--- src/rtl/wdomain_rptr_decoder.sv ---
// Write-clock-domain receiver for the async FIFO read pointer.
// Synchronizes the Gray read pointer into wclk, decodes it to binary and
// derives the registered fill level, full/almost_full and sticky error flags.
module wdomain_rptr_decoder #(
  parameter int PTR_WIDTH   = 4,
  parameter int SYNC_STAGES = 2,
  parameter int AF_THRESH   = 6
) (
  input  logic                 wclk,
  input  logic                 wrst_n,
  input  logic [PTR_WIDTH-1:0] g_rptr,
  input  logic [PTR_WIDTH-1:0] b_wptr,
  input  logic                 w_en,
  input  logic                 clr_err,
  output logic [PTR_WIDTH-1:0] g_rptr_sync,
  output logic [PTR_WIDTH-1:0] b_rptr_sync,
  output logic [PTR_WIDTH-1:0] wr_level,
  output logic                 full,
  output logic                 almost_full,
  output logic                 overflow_err,
  output logic                 gray_err
);

  localparam int                   DEPTH   = 2 ** (PTR_WIDTH - 1);
  localparam logic [PTR_WIDTH-1:0] DEPTH_V = PTR_WIDTH'(DEPTH);
  localparam logic [PTR_WIDTH-1:0] AF_V    = PTR_WIDTH'(AF_THRESH);

  logic [PTR_WIDTH-1:0] sync_q [SYNC_STAGES];
  logic [PTR_WIDTH-1:0] g_sync;
  logic [PTR_WIDTH-1:0] prev_q;
  logic [PTR_WIDTH-1:0] b_dec_d, b_rptr_q;
  logic [PTR_WIDTH-1:0] raw_level, level_d, level_q;
  logic [PTR_WIDTH-1:0] g_diff;
  logic                 level_over, gray_jump;
  logic                 full_d, full_q, af_d, af_q;
  logic                 oflow_d, oflow_q, gerr_d, gerr_q;

  assign g_sync = sync_q[SYNC_STAGES-1];

  // Plain flop chain bringing the asynchronous Gray pointer into wclk
  always_ff @(posedge wclk or negedge wrst_n) begin
    if (!wrst_n) begin
      for (int unsigned i = 0; i < SYNC_STAGES; i++) sync_q[i] <= '0;
    end else begin
      sync_q[0] <= g_rptr;
      for (int unsigned i = 1; i < SYNC_STAGES; i++) sync_q[i] <= sync_q[i-1];
    end
  end

  // Gray to binary: each binary bit is the XOR of all Gray bits at or above it
  always_comb begin
    b_dec_d = '0;
    for (int unsigned i = 0; i < PTR_WIDTH; i++) b_dec_d[i] = ^(g_sync >> i);
  end

  // Level, flag and sticky-error next-state; a level above DEPTH is treated
  // as a corrupted pointer: saturate, report full and flag a Gray error
  always_comb begin
    raw_level  = b_wptr - b_rptr_q;
    level_over = raw_level > DEPTH_V;
    level_d    = level_over ? DEPTH_V : raw_level;
    full_d     = (level_d == DEPTH_V);
    af_d       = (level_d >= AF_V);
    g_diff     = g_sync ^ prev_q;
    gray_jump  = |(g_diff & (g_diff - PTR_WIDTH'(1)));
    oflow_d    = oflow_q;
    if (w_en && full_q)  oflow_d = 1'b1;
    else if (clr_err)    oflow_d = 1'b0;
    gerr_d     = gerr_q;
    if (gray_jump || level_over) gerr_d = 1'b1;
    else if (clr_err)            gerr_d = 1'b0;
  end

  // Status registers, all cleared by the asynchronous reset
  always_ff @(posedge wclk or negedge wrst_n) begin
    if (!wrst_n) begin
      prev_q   <= '0;
      b_rptr_q <= '0;
      level_q  <= '0;
      full_q   <= 1'b0;
      af_q     <= 1'b0;
      oflow_q  <= 1'b0;
      gerr_q   <= 1'b0;
    end else begin
      prev_q   <= g_sync;
      b_rptr_q <= b_dec_d;
      level_q  <= level_d;
      full_q   <= full_d;
      af_q     <= af_d;
      oflow_q  <= oflow_d;
      gerr_q   <= gerr_d;
    end
  end

  assign g_rptr_sync  = g_sync;
  assign b_rptr_sync  = b_rptr_q;
  assign wr_level     = level_q;
  assign full         = full_q;
  assign almost_full  = af_q;
  assign overflow_err = oflow_q;
  assign gray_err     = gerr_q;

endmodule

--- config.mk ---
export PLATFORM = sky130hd
export DESIGN_NAME = wdomain_rptr_decoder
export DESIGN_NICKNAME = d
export VERILOG_FILES = /design/src/rtl/wdomain_rptr_decoder.sv
export SDC_FILE = /design/constraint.sdc
export NUM_CORES = 1
export LEC_CHECK = 0
export CORE_UTILIZATION = 47
export CTS_CLUSTER_DIAMETER = 150
export CTS_CLUSTER_SIZE = 12
export DETAILED_ROUTE_END_ITERATION = 7
export PLACE_DENSITY = 0.86
export SETUP_SLACK_MARGIN = 0.02
export SYNTH_ARGS = -nofsm -noshare
export SYNTH_HDL_FRONTEND = slang
export SYNTH_SLANG_ARGS = --single-unit
--- constraint.sdc ---
create_clock -name wclk -period 4 [get_ports wclk]
set_input_delay 0.6 -clock wclk [delete_from_list [all_inputs] [get_ports wclk]]
set_output_delay 0.6 -clock wclk [all_outputs]
set_load 0.01 [all_outputs]
[Yosys cells after proc, flatten, opt, wreduce, memory -nomap -nowiden]
Index checks and enable logic that the tools add are counted.
Word-level totals
  output and inout bits: 16
  word-level logic and storage cells: 29
  input bits: 12
  register bits after elaboration: 24
Cells by class
  magnitude comparators: 2
  bitwise logic cells: 2
  $add $sub $neg: 2
  mux-type cells: 4
  equal/unequal tests: 1
  reductions and logical operators: 9
Operators with widths (count)
  4-bit parity: 4
  4-bit bitwise AND: 1
  4-bit == test, second input constant: 1
  4-bit by 3-bit >= comparator with 1-bit output, second input constant: 1
  4-bit greater-than comparator, second input constant: 1
  4-bit two-way mux: 1
  2-bit nonzero test: 2
  4-bit OR reduction: 1
  4-bit by 1-bit subtractor with 4-bit output, second input constant: 1
  4-bit subtractor: 1
  4-bit XOR: 1
  1-bit two-way mux: 3
  1-bit logical AND: 1
  1-bit logical OR: 1

[Depth between registers and ports, before layout]
Gate-level depths: netlist of run 1.
  word-level depth: 6
  gate-level depth with buffers: 7
  mapped depth without buffers: 7

[Least setup slack after synthesis of run 1]
OpenSTA, ideal clock, no wires.
  path kind: input-to-reg
  start point: input port b_wptr[0]
  end point: register gerr_q, in the netlist gray_err
  required time: 3876 ps
  arrival: 2061 ps
  cell stages on the path: 6
  setup time: 124 ps
  path slack: 1815 ps
  buffers on the path: 0
  cell sequence: inv_1 -> ha_1 -> inv_1 -> fa_1 -> or3b_2 -> a211o_1
On the way
  word-level cells in the longest chain between the ends: 4
  elaborated cells on any way between the ends: 5
  those cells by class: add/sub: 1; order compare: 1; mux: 1; reduce/logical: 2
Ends and longest elaborated chain
  start: declaration: RTL line 12  | input logic [PTR_WIDTH-1:0] b_wptr,
  4-bit subtractor (*): RTL line 59  | raw_level = b_wptr - b_rptr_q;
  4-bit greater-than comparator (*): RTL line 60  | level_over = raw_level > DEPTH_V;
  1-bit logical OR (*): RTL line 70  | if (gray_jump || level_over) gerr_d = 1'b1;
  1-bit two-way mux or 2-bit nonzero test (tied branches)
  end signal: assignment: RTL line 91  | gerr_q <= gerr_d;
  end: declaration: RTL line 36  | logic oflow_d, oflow_q, gerr_d, gerr_q;
Mark *: on every way between the ends. The rest lies on a longest branch, timed or not.
A chain may end at the register's enable or synchronous reset.

[Worst setup path in the final report of run 1]
Same ends and word-level chain as after synthesis.

==> results of run 1 <==
[kinds of logic (layout without fill, tap and decap cells)]
logic type | Yosys count | in the layout | share of synthesized area (%)
xor+xnor | 11 | 11 | 11.6
fa+ha+maj | 4 | 4 | 6.44
buf+inv | 11 | 37 | 6.72
simple gates | 7 | 7 | 4.34
compound gates | 8 | 8 | 6.44
flops | 23 | 23 | 64.4
[synthesized netlist by cell type (2+ instances only)]
| library cell | instances | share of area [%] |
|---|---|---|
| sky130_fd_sc_hd__xnor2_1 | 4 | 3.9 |
| sky130_fd_sc_hd__xor2_1 | 6 | 5.9 |
| sky130_fd_sc_hd__inv_1 | 6 | 2.5 |
| sky130_fd_sc_hd__a21oi_1 | 2 | 1.1 |
| sky130_fd_sc_hd__buf_4 | 5 | 4.2 |
| sky130_fd_sc_hd__ha_1 | 3 | 4.2 |
| sky130_fd_sc_hd__o21ai_0 | 2 | 1.1 |
| sky130_fd_sc_hd__dfrtp_1 | 23 | 64 |
| sky130_fd_sc_hd__nor2_1 | 3 | 1.3 |
[cell usage in the layout, fill, tap and decap left out]
master and count:
sky130_fd_sc_hd__clkbuf_4 3, sky130_fd_sc_hd__a21o_1 1, sky130_fd_sc_hd__clkinv_2 1, sky130_fd_sc_hd__a31oi_2 1, sky130_fd_sc_hd__ha_1 3, sky130_fd_sc_hd__a21o_2 1
sky130_fd_sc_hd__o21ai_0 2, sky130_fd_sc_hd__fa_1 1, sky130_fd_sc_hd__and2b_2 1, sky130_fd_sc_hd__xor2_1 6, sky130_fd_sc_hd__nor2_1 3, sky130_fd_sc_hd__dfrtp_1 23
sky130_fd_sc_hd__clkdlybuf4s50_1 27, sky130_fd_sc_hd__a21oi_1 2, sky130_fd_sc_hd__nor2b_1 1, sky130_fd_sc_hd__inv_1 6, sky130_fd_sc_hd__or3b_2 1, sky130_fd_sc_hd__xnor2_1 4
sky130_fd_sc_hd__a211o_1 1, sky130_fd_sc_hd__nand2_1 1, sky130_fd_sc_hd__xnor2_2 1
[power by group]
group | total (mW) | internal [mW] | switching, mW
Sequential | 0.280 | 0.266 | 0.0137
Combinational | 0.163 | 0.0951 | 0.0680
Clock | 0.100 | 0.0372 | 0.0633
Total | 0.543 | 0.399 | 0.145
[how the worst max path moves through the flow]
| stage | start | endpoint | slack [ns] | depth (start not counted) |
|---|---|---|---|---|
| after floorplan | b_wptr[0] | gray_err$_DFFE_PN0P_ | 1.81 | 6 |
| after global placement | b_wptr[0] | gray_err$_DFFE_PN0P_ | 1.31 | 7 |
| after detailed placement | b_wptr[0] | gray_err$_DFFE_PN0P_ | 1.28 | 7 |
| after CTS | b_wptr[0] | gray_err$_DFFE_PN0P_ | 1.61 | 7 |
| after global routing | b_wptr[0] | gray_err$_DFFE_PN0P_ | 1.55 | 7 |
| final | b_wptr[0] | gray_err$_DFFE_PN0P_ | 1.61 | 7 |
[registers in the layout (all words and copies together) (netlist names)]
signal        cells
g_rptr_sync       4
wr_level          4
overflow_err      1
prev_q            3
full              1
gray_err          1
almost_full       1
b_rptr_sync       4
sync_q            4
[layer usage]
metal	global-route usage [%]	up-vias	share of wire (%)
li1	-	252	-
met4	7.27	0	1.2
met1	14.9	265	38
met2	26.6	17	55
met3	2.38	2	5.2
met5	0	-	0
[cell type report]
class,instances,area (um2),area share [%]
Multi-Input combinational cell,30,258,21.8
Inverter,6,22.5,1.90
Sequential cell,23,576,48.6
Timing Repair Buffer,27,270,22.8
Clock inverter,1,5.00,0.422
Tap cell,25,31.3,2.64
Clock buffer,3,22.5,1.90
[through the flow]
step | hold WS (ns) | setup WS (ns)
final | 0.365 | 1.61
after global routing | 0.378 | 1.55
after CTS | 0.369 | 1.61
after detailed placement | 0.340 | 1.28
after global placement | 0.332 | 1.31
after floorplan | 0.304 | 1.81
==> results summary, run 1 <==
The flow ran to the end, and the final reports show no timing, DRC or antenna violations. The area of the mapped netlist came out at 893 um2. In this run the remaining antenna-violating nets after routing total 0.

The cell count after placement came out at 111. The initial cell density of the core is 51.2%. The fraction of the core area covered by cells at the end of the flow came out at 67.9%. The highest cell delay on the worst timing path came out at 0.48 ns. Of the cells placed in the final design, the portion with a size suffix greater than 1 is 10.0%. The startpoint identified for the worst hold timing path is sync_q[7]$_DFF_PN0_.

The post-detailed-route DRC marker count is 0. The cell area after layout is 1180 um2. The number of rows in the core area is 15.

The endpoint identified for the worst register-to-register timing path is gray_err$_DFFE_PN0P_. The worst setup path is of the input pin to flip-flop kind. The tool flagged a number of max-cap violations equal to 0.

The number of pins with negative max-slew slack in the final report was 0. Among the stages of the critical path, the cell type that occurs most often is sky130_fd_sc_hd__inv_1. The number of antenna diodes in the final layout is 0. The total negative slack came out at 0 ns. The number of global-route vias before repair was 509.

Headroom to the max-slew limit came out at 35.7%. The smallest clock period supported by the final layout is computed as 2.39 ns. The total power divided by cell area is 459 nW/um2. The number of cells on the worst reg-to-reg path is 5. TritonCTS built the clock tree. The number of library cell types mapped by synthesis came out at 19. The synthesis-to-finish area growth came out at 32.6%. The routability congestion estimate from global placement is 0.768. The overall routed net length came out at 1240 um. Across every metal layer, demand over resource in global routing totals 14.2%. The sequential fraction of the synthesis area came out at 64.4%. The worst hold path terminates at g_rptr_sync[3]$_DFF_PN0_. The peak supply drop came out at 0.303 mV. The worst-skew pair later-pin latency came out at 0.29 ns. The clock passes through at most 2 buffers. Counting flops with an async set or reset pin after synthesis yields a share of 100%. The count of buffering cells on the critical path with inverters included came out at 3.

The kind of cell with the highest combined delay along the critical path is adder cells. The chip width came out at 45.6 um. Excluding fillers, the count of instances in the completed layout stands at 115. Setup repair after global routing left no endpoint under its margin. The static leakage power came out at 0.532 nW. Fill cells in the final layout number 130. Synthesis inferred 23 register bits. The final setup skew is 0.00259 ns. After clock tree synthesis, the setup repair step added 0 buffers.

Counting every net in the synthesized netlist gives 80. The clock input transition at the sequential cells of the worst setup and hold paths is 0.12 ns. The post-cts resize count came out at 0. In this run the tool buffered the top-level ports with 27 buffer cells.

The routed wirelength normalized by instance count came out at 10.8 um. The final number of hold-violating endpoints came out at 0. Walking the worst path, the cells encountered are clkdlybuf4s50_1, inv_1, ha_1, inv_1, fa_1, or3b_2, a211o_1. The final global-route overflow total is 0. The largest fanout on the critical path came out at 3. The largest net degree at the start of global routing came out at 24. The number of enable-type register cells in the synthesized netlist came out at 0. For this block, the via count after detailed routing is 536. In the finished design, the share of the clock period the worst path needs comes to 59.8%. The TritonCTS sink count came out at 23. The floorplan step set the die height to 45.6 um. The reg-to-reg setup timing slack came out at 2.02 ns. The transition at the pin with the smallest max-transition slack came out at 0.961 ns. The depth of the CTS H-tree is 1.

The HPWL after detailed placement is 997 um. The number of instances in the synthesized netlist came out at 64. The largest individual stage delay along the critical path comes from the cell sky130_fd_sc_hd__or3b_2. The first routing iteration left 0 violations.

The standard cell core area is 1750 um2. In the final design database the tool counted 107 nets. For this design, the CTS-stage hold fixing added 0 buffers. Averaged over all synthesized cells, the footprint is 14.0 um2.

In this run the count of I/O pins placed on the die edge is 28. STA classifies the critical path endpoint as a flip-flop. The first-pass GRT wire length came out at 2010 um. The launching point of the worst reg2reg path is b_rptr_sync[0]$_DFF_PN0_. The number of antenna violations at the first check in global routing came to 0. Setup violations remaining at the end of the flow were counted as 0. The min-delay analysis places its worst path in the category flip-flop to flip-flop. The total iterations of the first detailed-routing run came out at 1. The data required time at the worst endpoint is 4.19 ns. STA classifies the critical path startpoint as an input pin. The number of warnings issued by yosys is 0.

After detailed routing, the number of vias per cell comes to 4.66. Summing all placed instances gives a cell area of 1160 um2. The area enclosed by the die boundary came out at 2080 um2. The most common flop cell mapped by yosys is sky130_fd_sc_hd__dfrtp_1.

The final total power came out at 0.543 mW. At the worst endpoint, the arrival time is 2.59 ns. Based on the critical path, the design can be clocked at up to 418 MHz. The worst hold path stage count is 0.

The root buffer cell is sky130_fd_sc_hd__clkbuf_4. The number of CTS-inserted buffers is 3.
No activity file was read; power rests on OpenSTA's default activity.
==> inputs of run 2 (changes only) <==
Settings changed: CORE_UTILIZATION 47 to 44, PLACE_DENSITY 0.86 to 0.81.
Clock period 4 ns to 2.4 ns, I/O delays scaled along.
==> results summary, run 2 (synthesized netlist as in run 1, its figures left out) <==
The total iterations of the first detailed-routing run is 2 (was 1). The depth of the CTS H-tree came out at 1 (unchanged). The highest cell delay on the worst timing path is 0.48 ns (about the same). The via count is 534 (was 536). The final setup skew came out at 0.00997 ns (was 0.00259 ns).

The count of nets left with antenna violations after detail routing came out at 0 (unchanged). The total power divided by cell area came out at 766 nW/um2 (was 459 nW/um2). The number of cells on the worst reg-to-reg path is 5 (unchanged). The number of placed I/O pins is 28 (unchanged). The die extent in y is 47.1 um (was 45.6 um). The number of buffers inserted to repair setup after CTS was 0 (unchanged). The final critical path time including I/O delays and setup came out at 2.15 ns.

The first-pass GRT wire length was 2210 um (was 2010 um). The routed wirelength normalized by instance count came out at 11.8 um (was 10.8 um). The count of hold-fix buffers inserted at cts came out at 0 (unchanged). Leading cell types in the layout, fill and taps excluded: sky130_fd_sc_hd__clkdlybuf4s50_1 (27), sky130_fd_sc_hd__dfrtp_1 (23), sky130_fd_sc_hd__inv_1 (6), sky130_fd_sc_hd__xor2_1 (6), sky130_fd_sc_hd__xnor2_1 (4) (unchanged). The critical path endpoint category was a flip-flop (unchanged). The synthesis-to-finish area growth is 35.0% (was 32.6%).

The number of global-route vias before repair came to 552 (was 509). The chip width is 47.1 um (was 45.6 um). The critical path class is input pin to flip-flop (unchanged). The post-cts resize count came to 0 (unchanged). The routability congestion estimate from global placement came out at 0.873 (was 0.768).

The TritonCTS sink count is 23 (unchanged). The largest net degree at the start of global routing came out at 24 (unchanged). The root buffer cell is sky130_fd_sc_hd__clkbuf_4 (unchanged). The peak supply drop is 0.526 mV (was 0.303 mV). The clock tree from TritonCTS is done (unchanged). The slowest cell on the critical path is sky130_fd_sc_hd__or3b_2 (unchanged). The worst hold margin came out at 0.365 ns (about the same). The overall routed net length came out at 1390 um (was 1240 um). The total of max-cap violations came out at 0 (unchanged). The static leakage power is 0.543 nW (was 0.532 nW). Setup repair after global routing missed its margin: no (unchanged). In the finished design, the share of the clock period the worst path needs comes to 89.6%.

The kind of start point of the critical path was an input pin (unchanged). The area enclosed by the die boundary came out at 2210 um2 (was 2080 um2). The reg-to-reg setup timing slack is 0.39 ns (was 2.02 ns). The final setup violation count is 0 (unchanged). The number of CTS-inserted buffers is 3 (unchanged). The number of rows in the core area came out at 15 (unchanged). The class of the tightest hold or removal check is flip-flop to flip-flop (unchanged).

The final global-route overflow total came out at 0 (unchanged). The number of port buffers came out at 27 (unchanged). The HPWL after detailed placement came out at 1090 um (was 997 um). The commonest non-fill, non-tap cell in the layout is sky130_fd_sc_hd__clkdlybuf4s50_1 (unchanged). The count of antenna diodes in the layout is 0 (unchanged). Based on the critical path, the design can be clocked at up to 465 MHz. The launching point of the worst reg2reg path is b_rptr_sync[0]$_DFF_PN0_ (unchanged). CP Cell Sequence: clkdlybuf4s50_1, inv_1, ha_1, inv_1, fa_1, or3b_2, a211o_1 (unchanged). Result of the run: finished, final reports clean (unchanged). The initial cell density of the core is 49.1% (was 51.2%).

The global-route total usage across every layer is 15.2% (was 14.2%). The standard cell core area was 1820 um2 (was 1750 um2). The startpoint of the most critical hold path is sync_q[7]$_DFF_PN0_ (unchanged). The worst hold path stage count is 0 (unchanged). The via density per instance came out at 4.53 (was 4.66).

The data required time at the worst endpoint is 2.60 ns (was 4.19 ns). The ratio of cells with drive above 1 in the final layout came out at 11.8% (was 10.0%). The number of antenna violations at the first check in global routing was 0 (unchanged). The largest fanout on the critical path was 3 (unchanged). The cell repeated most along the worst path is sky130_fd_sc_hd__inv_1 (unchanged). The cell area after layout is 1210 um2 (was 1180 um2). The endpoint of the worst-slack reg-to-reg timing path is gray_err$_DFFE_PN0P_ (unchanged). The data arrival time at the worst-slack endpoint is 2.35 ns (was 2.59 ns).

The number of buffers on the longest clock path came out at 2 (unchanged). The final net count was 110 (was 107). The clock input transition at the sequential cells of the worst setup and hold paths came out at 0.12 ns (about the same). The number of violations reported at the end of detailed-routing iteration 0 is 4 (was 0). The number of pins with negative max-slew slack in the final report is 0 (unchanged). The worst-skew pair later-pin latency came out at 0.30 ns (was 0.29 ns). The sink of the worst hold path is g_rptr_sync[3]$_DFF_PN0_ (unchanged). The final number of hold-violating endpoints is 0 (unchanged).

The instance area after placement is 1180 um2 (was 1160 um2). The post-detailed-route DRC marker count is 0 (unchanged). The fill cell total of the finished layout is 145 (was 130). The relative max-transition margin is 77.4% (was 35.7%). The transition at the pin with the smallest max-transition slack came out at 0.337 ns (was 0.961 ns).
[run 2: cell count changes in the layout (fill, tap and decap cells not counted), sizes merged]
| cell | before | now |
|---|---|---|
| clkbuf | 3 | 4 |
| clkinv | 1 | 0 |
| buf | 0 | 3 |
[run 2: per-layer routing]
layer / global-route usage [%] / vias to the layer above / wire (um)
li1: - / 255 / -
met1: 14.1 / 254 / 515
met5: 0 / - / 0
met2: 28.1 / 21 / 763
met4: 11.4 / 0 / 25
met3: 3.85 / 4 / 88
[run 2: worst max-delay path by stage]
| stage | start | endpoint | slack, ns |
|---|---|---|---|
| floorplan | b_rptr_sync[0]$_DFF_PN0_ | gray_err$_DFFE_PN0P_ | 0.43 |
| global placement | b_wptr[0] | gray_err$_DFFE_PN0P_ | -0.04 |
| detailed placement | b_wptr[0] | gray_err$_DFFE_PN0P_ | -0.09 |
| CTS | b_wptr[0] | gray_err$_DFFE_PN0P_ | 0.25 |
| global route | b_wptr[0] | gray_err$_DFFE_PN0P_ | 0.23 |
| finish | b_wptr[0] | gray_err$_DFFE_PN0P_ | 0.25 |
[run 2: cell type report]
type                            count  area [um2]  share of cell area, %
Multi-Input combinational cell     30         258                   21.4
Tap cell                           25        31.3                   2.59
Sequential cell                    23         576                   47.7
Clock buffer                        4        26.3                   2.18
Inverter                            6        22.5                   1.87
Timing Repair Buffer               30         293                   24.3
[run 2: worst max-delay path, delay by kind of cell]
kind / cells / cell delay, ns
AOI/OAI and AO/OA: 1 / 0.30
adders and majority gates: 2 / 0.64
buffers and inverters: 3 / 0.58
and+or+nand+nor: 1 / 0.48
[run 2: where the power goes]
group / total [mW] / internal (mW) / leakage (nW) / switching (mW)
registers: 0.467 / 0.444 / 0.269 / 0.0233
logic: 0.286 / 0.169 / 0.259 / 0.118
clock network: 0.170 / 0.0648 / 0.0150 / 0.105
[run 2: stage by stage]
step / cells / util (%) / TNS, ns / setup slack (ns) / power [mW]
detailed placement: 114 / 64.8 / -0.0900 / -0.0900 / 0.765
global route: 118 / 66.3 / 0 / 0.235 / 0.986
finish: 118 / 66.3 / 0 / 0.250 / 0.923
global placement: 114 / 64.8 / -0.0372 / -0.0372 / 0.755
floorplan: 64 / - / 0 / 0.435 / 0.608
CTS: 118 / 66.3 / 0 / 0.255 / 0.939
